`config.mk`:
```
export PLATFORM = sky130hd
export DESIGN_NAME = leaf_slice_array
export DESIGN_NICKNAME = d
export VERILOG_FILES = /design/src/rtl/leaf_slice_array_pkg.sv /design/src/rtl/leaf_slice.sv /design/src/rtl/leaf_slice_array.sv
export SDC_FILE = /design/constraint.sdc
export NUM_CORES = 1
export LEC_CHECK = 0
export BUFFER_PORTS_ARGS = -buffer_cell sky130_fd_sc_hd__buf_2
export CORE_MARGIN = 2
export CORE_UTILIZATION = 40
export DETAILED_ROUTE_END_ITERATION = 16
export PLACE_DENSITY = 0.64
export SKIP_LAST_GASP = 1
export SYNTH_ARGS = -nofsm -noshare
export SYNTH_HDL_FRONTEND = slang
export SYNTH_HIERARCHICAL = 1
export SYNTH_SLANG_ARGS = --single-unit
```
`constraint.sdc`:
```
create_clock -name clock -period 5.4 [get_ports clock]
set_clock_uncertainty 0.2 [all_clocks]
set_input_delay 0 -clock clock [delete_from_list [all_inputs] [get_ports clock]]
set_output_delay 0 -clock clock [all_outputs]
set_load 0.02 [all_outputs]
```
`src/rtl/leaf_slice_array_pkg.sv`:
```
// leaf_slice_array_pkg: shared lane-state enum and default parameters
// Provides lane_state_t (EMPTY/ONE/TWO) and the DEF_* parameter defaults.
package leaf_slice_array_pkg;
  typedef enum logic [1:0] {EMPTY, ONE, TWO} lane_state_t;
  localparam int DEF_WIDTH = 3;
  localparam int DEF_LANES = 4;
  localparam int DEF_CNT_W = 16;
endpackage

```
`src/rtl/leaf_slice.sv`:
```
// leaf_slice: single-lane two-entry skid buffer
// Ports: clock, reset (sync, active-high), flush (drop buffered data),
//   in_valid/in_ready/in_data (producer side),
//   out_valid/out_ready/out_data (consumer side, out_data straight from main register).
module leaf_slice
  import leaf_slice_array_pkg::*;
#(
  parameter int WIDTH = DEF_WIDTH
) (
  input  logic             clock,
  input  logic             reset,
  input  logic             flush,
  input  logic             in_valid,
  output logic             in_ready,
  input  logic [WIDTH-1:0] in_data,
  output logic             out_valid,
  input  logic             out_ready,
  output logic [WIDTH-1:0] out_data
);
  lane_state_t state, state_n;
  logic [WIDTH-1:0] main_q, skid_q, main_n, skid_n;
  logic in_fire, out_fire;
  assign in_ready  = (state != TWO) & !flush & !reset;
  assign out_valid = state != EMPTY;
  assign out_data  = main_q;
  assign in_fire   = in_valid & in_ready;
  assign out_fire  = out_valid & out_ready;
  always_comb begin
    state_n = state;
    main_n  = main_q;
    skid_n  = skid_q;
    case (state)
      EMPTY: if (in_fire) begin
        state_n = ONE;
        main_n  = in_data;
      end
      ONE: if (in_fire && out_fire) main_n = in_data;
      else if (in_fire) begin
        state_n = TWO;
        skid_n  = in_data;
      end else if (out_fire) state_n = EMPTY;
      TWO: if (out_fire) begin
        state_n = ONE;
        main_n  = skid_q;
      end
      default: state_n = EMPTY;
    endcase
    // flush only empties the lane; data registers hold their last contents
    if (flush) begin
      state_n = EMPTY;
      main_n  = main_q;
      skid_n  = skid_q;
    end
  end
  always_ff @(posedge clock) begin
    if (reset) begin
      state  <= EMPTY;
      main_q <= '0;
      skid_q <= '0;
    end else begin
      state  <= state_n;
      main_q <= main_n;
      skid_q <= skid_n;
    end
  end
endmodule

```
`src/rtl/leaf_slice_array.sv`:
```
// leaf_slice_array: LANES independent skid-buffer lanes with a shared transfer counter
// Ports: clock, reset (sync, active-high), flush, per-lane in_valid/in_ready/in_data,
//   per-lane out_valid/out_ready/out_data (lane i at [i*WIDTH +: WIDTH]),
//   xfer_count (wrapping count of output handshakes across all lanes).
module leaf_slice_array
  import leaf_slice_array_pkg::*;
#(
  parameter int WIDTH = DEF_WIDTH,
  parameter int LANES = DEF_LANES,
  parameter int CNT_W = DEF_CNT_W
) (
  input  logic                   clock,
  input  logic                   reset,
  input  logic                   flush,
  input  logic [LANES-1:0]       in_valid,
  output logic [LANES-1:0]       in_ready,
  input  logic [LANES*WIDTH-1:0] in_data,
  output logic [LANES-1:0]       out_valid,
  input  logic [LANES-1:0]       out_ready,
  output logic [LANES*WIDTH-1:0] out_data,
  output logic [CNT_W-1:0]       xfer_count
);
  logic [CNT_W-1:0] fires;
  for (genvar i = 0; i < LANES; i++) begin : g_lane
    leaf_slice #(.WIDTH(WIDTH)) u_slice (
      .clock    (clock),
      .reset    (reset),
      .flush    (flush),
      .in_valid (in_valid[i]),
      .in_ready (in_ready[i]),
      .in_data  (in_data[i*WIDTH +: WIDTH]),
      .out_valid(out_valid[i]),
      .out_ready(out_ready[i]),
      .out_data (out_data[i*WIDTH +: WIDTH])
    );
  end
  always_comb begin
    fires = '0;
    for (int j = 0; j < LANES; j++) fires = fires + CNT_W'(out_valid[j] & out_ready[j]);
  end
  always_ff @(posedge clock) begin
    if (reset) xfer_count <= '0;
    else xfer_count <= xfer_count + fires;
  end
endmodule

```
==> results of run 1 <==
## flip-flops by register name, indices dropped and copies added, names as in the netlist
register                 cells
g_lane.u_slice/out_data     12
xfer_count                  16
g_lane.u_slice/state         8
g_lane.u_slice/skid_q       12
## through the flow
stage | worst slack, ps | hold slack, ps | total power, uW
after floorplan | 2400 | -131 | 443
after global placement | 2400 | 73.7 | 478
after detailed placement | 2360 | 75.8 | 480
after CTS | 2350 | 82.3 | 721
after global routing | 2100 | 141 | 746
final | 2350 | 83.1 | 710
## final timing paths
kind                                            start                                        to  slack, ps  cells after the start
max reg2reg   g_lane[0].u_slice/state[1]$_SDFFE_PP0P_                 xfer_count[14]$_SDFF_PP0_       2350                     11
max           g_lane[0].u_slice/state[1]$_SDFFE_PP0P_                 xfer_count[14]$_SDFF_PP0_       2350                     11
min reg2reg  g_lane[1].u_slice/skid_q[0]$_SDFFE_PP0P_  g_lane[1].u_slice/skid_q[0]$_SDFFE_PP0P_        280                      2
min                                             flush   g_lane[1].u_slice/state[0]$_SDFFE_PP0P_         80                      3
## power groups by stage
stage / clock (uW) / sequential (uW) / combinational (uW)
3_5_place_dp: 0 / 380 / 100
5_1_grt: 249 / 373 / 123
3_3_place_gp: 0 / 380 / 98.8
6_report: 227 / 371 / 111
4_1_cts: 238 / 371 / 112
2_1_floorplan: 0 / 387 / 56.3
## synth_stat cells, types with 4 or more instances
library cell  instances
a211oi_1             16
a21oi_1              19
a311oi_1             12
a31o_4                4
and2_1                7
and4bb_1              4
and4bb_4              4
buf_2                12
dfxtp_1              48
inv_1                 5
mux2i_1              16
nand2_1               9
nand2b_1              9
nand3_1              15
nand3b_1              4
nand4_1               6
nand4bb_1             4
nor2_1               23
nor2b_1               7
o21a_1                4
o21ai_0               7
o21ai_1               8
or2_1                 4
or2_2                 4
or3b_1                4
xor2_1                8
## cell families (layout without fill, tap and decap cells)
family | after synthesis | count (layout) | synth area share (%)
AND/OR/NAND/NOR | 114 | 114 | 28.3
AO/OA/AOI/OAI | 71 | 71 | 19.4
flip-flops | 48 | 48 | 36.9
buffers and inverters | 18 | 94 | 3.17
multiplexers | 16 | 16 | 6.15
XOR/XNOR | 10 | 10 | 3.36
adder cells (fa/ha/maj) | 4 | 4 | 2.79
## layout by cell type, fill, tap and decap left out, types with 2 or more instances in the layout
cell type	n
xnor2_1	2
nor2b_1	7
or2_1	4
a31o_4	4
xor2_1	8
clkbuf_8	7
nand4_1	6
dlygate4sd3_1	24
o21ai_1	8
and4bb_1	4
inv_1	5
fa_1	3
nand3b_1	4
a21oi_1	19
or2_2	4
and2_1	7
buf_2	58
and4bb_4	4
o21a_1	4
mux2i_1	16
nand4bb_1	4
nor3_1	2
or3_1	3
nand2_1	9
a211oi_1	16
dfxtp_1	48
and4_1	2
or3b_1	4
nor2_1	23
a311oi_1	12
nand2b_1	9
nand3_1	15
o21ai_0	7
## worst max-delay path, cell delays in order, from the launching register on
cell and delay, ps:
dfxtp_1 390, or2_2 330, nand2_1 90, fa_1 420, inv_1 90, fa_1 190
inv_1 60, fa_1 380, nand2b_1 200, nor4_1 340, xnor2_1 160, nor2_1 60
## cell type report
| cell class | instances | area, um2 | share of cell area, % |
|---|---|---|---|
| clock buffer | 7 | 96.3 | 2.95 |
| inverter | 5 | 18.8 | 0.575 |
| multi-input combinational | 215 | 1560 | 47.8 |
| sequential | 48 | 961 | 29.4 |
| tap | 77 | 96.3 | 2.95 |
| timing repair buffer | 82 | 531 | 16.3 |
## per-layer routing
layer | track usage (%) | vias to the layer above | share of wire (%)
met3 | 3.15 | 7 | 4.2
met2 | 25.4 | 53 | 45
met5 | 0 | - | 0
met4 | 5.92 | 0 | 1.1
met1 | 21.4 | 1068 | 50
li1 | - | 1196 | -
==> metrics.csv, run 1 <==
metric;value;unit
die_area;0.00717;mm2
insertion_delay;300;ps
p_sw;183;uW
die_w;84.7;um
layout-drive-gt1-share;22.4;%
synth_top_cell_area_share;36.9;%
post_dp_cell_area;0.00293;mm2
viasPerCell;5.35;
sw_frac_of_total;25.7;%
synth_edf_count;0;
routedWlPerCell;13.3;um
drtPass1Iterations;4;
synth_cell_types;37;
fin_crit;3050;ps
grt_pass1_vias;2148;
dpl.hpwl;3980;um
syn_area_per_cell;9.27;um2
clockPowerShare;32.0;%
worst_pin_slew;912;ps
fin_nets;384;
rsz0062_at_grt;false;
drt-total-wl;5770;um
root_buffer;clkbuf_8;
hold_buffers;24;
setup_tns;0;ps
grt_max_degree;53;
start_util;41.3;%
cp.required;5360;ps
maxCapViolations;0;
ys_ff_latch;48;
gr-total-overflow;0;
seq_power_share;52.3;%
fin_area;0.00326;mm2
finalSetupViolations;0;
cts_buffers;5;
n_antenna_cell;0;
clock-sinks;48;
path_clk_slew;90;ps
synthToLayoutAreaGrowth;25.3;%
gp_congestion;0.796;
ctsResizeCount;0;
syn_nets;308;
tritoncts;yes;
rows;29;
cp-end-kind;flip-flop;
vias;2324;
status;finished clean;
ir_worst_vdd;109;uV
combPwrFrac;15.7;%
htreeDepth;2;
hp-class;input port to flip-flop;
period_share;56.4;%
ios;59;
synth_area;0.00260;mm2
grt_antenna_before_repair;0;
seq_area_frac_synth;36.9;%
synth_warnings;6;
max_freq;0.328;GHz
antenna_left;0;
final_cells;434;
grt_use_total;16.0;%
grt_first_pass_wirelength;9510;um
synthTopCellsByArea;dfxtp_1, mux2i_1, a211oi_1;
portBuffers;58;
die_h;84.7;um
first_iter_violations;74;
post_cts_buffers;0;
synth_cells;281;
slew_headroom;39.2;%
synth_flop_cell;dfxtp_1;
worstSetupStartpointType;flip-flop;
place_inst;403;
crit_fanout;9;
finalHoldViolations;0;
drc;0;
critPathArrivalTime;3000;ps
power.density;217;mW/mm2
intPower;527;uW
maxSlewViolCount;0;
p_leak;0.00136;uW
async_reset_ff_share;0;%
clock_path_buffers;2;
coreArea;0.00631;mm2
postLayoutCoreUtil;51.7;%
fillCellCount;601;
criticalPathCategory;flip-flop to flip-flop;
synth_area_leader_cell;dfxtp_1;
Power figures use the tool's default switching activity.
==> run 2: changes to the inputs <==
- clock period: 5.4 -> 2.94 ns (I/O delays scaled with it)
==> run 2 against run 1 <==
  * Sequential power up 83%
  * Via count up 3.2%
  * First-iteration DRC count down 22%
  * Sequential cell count unchanged
  * Global-route usage up 0.95 points
  * Worst hold slack worse by 71 ps
  * Combinational power up 94%
  * Critical path type unchanged
==> metrics.csv, run 2 (synthesized netlist as in run 1, its figures left out) <==
metric;value;unit
fillCellCount;606;
routedWlPerCell;13.3;um
cp.buffers_inverters;2;
viasPerCell;5.39;
slowest_stage;fa_1;
grt_first_pass_wirelength;10100;um
cp.required;2970;ps
final_common_cell;buf_2;
final_cell_mix;buf_2, dfxtp_1, dlygate4sd3_1;
maxCapViolations;0;
r2r_start;g_lane[0].u_slice/state[1]$_SDFFE_PP0P_;
r2r_cells;10;
p_leak;0.00142;uW
largest_reg_flops;16;
place_inst;409;
n_antenna_cell;0;
maxSlewViolCount;0;
worst-path-stages;10;
grt_use_total;16.9;%
cp-end-kind;flip-flop;
criticalPathCategory;flip-flop to flip-flop;
period_share;95.0;%
insertion_delay;300;ps
grt_max_degree;32;
crit_fanout;4;
whs_path_depth;2;
multi_input_area;0.00158;mm2
root_buffer;clkbuf_8;
setup_tns;0;ps
status;finished clean;
max_stage_delay;430;ps
regMostFlops;xfer_count;
grt_antenna_before_repair;0;
crit_top_cell;fa_1;
die_h;84.7;um
die_w;84.7;um
rows;29;
fin_nets;394;
clock_path_buffers;2;
drtPass1Iterations;4;
seqCellArea;961;um2
drc;0;
first_iter_violations;58;
final_cells;445;
htreeDepth;2;
worstSetupStartpointType;flip-flop;
start_util;41.3;%
finalHoldViolations;0;
clock-sinks;48;
gp_congestion;0.791;
portBuffers;58;
max_freq;0.358;GHz
vias;2399;
worst_pin_slew;580;ps
hold_start;reset;
layout-drive-gt1-share;24.7;%
grt_pass1_vias;2238;
ir_worst_vdd;177;uV
ios;59;
regToRegEndpoint;xfer_count[6]$_SDFF_PP0_;
dpl.hpwl;4100;um
slew_headroom;61.4;%
path_clk_slew;90;ps
tritoncts;yes;
synthToLayoutAreaGrowth;29.3;%
power.density;386;mW/mm2
antenna_left;0;
critPathArrivalTime;2830;ps
path_cells;or2_4 > nand2_1 > fa_1 > inv_1 > fa_1 > inv_1 > fa_1 > nand2b_2 > or3_1 > a21oi_1;
reg2reg_slack;150;ps
finalSetupViolations;0;
gr-total-overflow;0;
hp-class;input port to flip-flop;
power.total;1300;uW
die_area;0.00717;mm2
fin_crit;2790;ps
cts_buffers;5;
critical-path-top-delay-family;adder cells;
drt-total-wl;5910;um
coreArea;0.00631;mm2
hold_path_end;g_lane[2].u_slice/skid_q[0]$_SDFFE_PP0P_;
run 2: cell types whose count changed in the layout (fill, tap and decap cells not counted), sizes merged:
cell	change
buf	+6
clkbuf	-1
clkinv	+2
dlygate4sd3	+4
run 2: area by class of cell:
cell class                 count  area share (%)
multi-input combinational    215            47.0
sequential                    48            28.5
timing repair buffer          92            18.3
tap                           77            2.86
clock buffer                   6            2.45
inverter                       5           0.557
clock inverter                 2           0.297
run 2: how the worst max path moves through the flow:
| stage | startpoint | to | slack [ps] |
|---|---|---|---|
| final | g_lane[0].u_slice/state[1]$_SDFFE_PP0P_ | xfer_count[6]$_SDFF_PP0_ | 150 |
| after global routing | g_lane[0].u_slice/state[1]$_SDFFE_PP0P_ | xfer_count[6]$_SDFF_PP0_ | -10 |
| after CTS | g_lane[0].u_slice/state[1]$_SDFFE_PP0P_ | xfer_count[14]$_SDFF_PP0_ | 110 |
| after detailed placement | g_lane[0].u_slice/state[1]$_SDFFE_PP0P_ | xfer_count[14]$_SDFF_PP0_ | 140 |
| after global placement | g_lane[0].u_slice/state[1]$_SDFFE_PP0P_ | xfer_count[14]$_SDFF_PP0_ | 170 |
| after floorplan | g_lane[0].u_slice/state[1]$_SDFFE_PP0P_ | xfer_count[14]$_SDFF_PP0_ | 60 |
run 2: timing repair:
action                                 CTS  global route
buffers inserted                         0             0
endpoints found under the hold margin   32             0
gates resized for setup                  0             3
setup endpoints to repair                0             3
hold buffers                            28             0
run 2: per-layer routing:
metal | wire, um | global-route usage, %
met1 | 2860 | 23.1
met2 | 2670 | 26.8
met3 | 281 | 3.83
met4 | 108 | 5.05
met5 | 0 | 0
run 2: power by group:
group / switching, uW / leakage (uW) / internal, uW
Clock: 219 / 0.0000510 / 188
Sequential: 11.5 / 0.000389 / 667
Combinational: 118 / 0.000983 / 96.2
Total: 349 / 0.00142 / 952
run 2: stage by stage:
stage / utilization [%] / area (um2) / setup WS, ps / hold WS, ps
floorplan: - / 2620 / 64.5 / -131
global placement: 47.3 / 2980 / 168 / 65.6
finish: 53.3 / 3370 / 147 / 11.7
detailed placement: 47.3 / 2980 / 142 / 72.7
global route: 53.3 / 3370 / -13.4 / 33.8
CTS: 53.2 / 3360 / 106 / 1.80
run 2: worst register-to-register path, delay by kind of cell (launching register included):
kind,cells,cell delay [ps]
and+or+nand+nor,4,900
adders and majority gates,3,1030
DFF,1,320
buffers and inverters,2,150
AOI/OAI and AO/OA,1,140
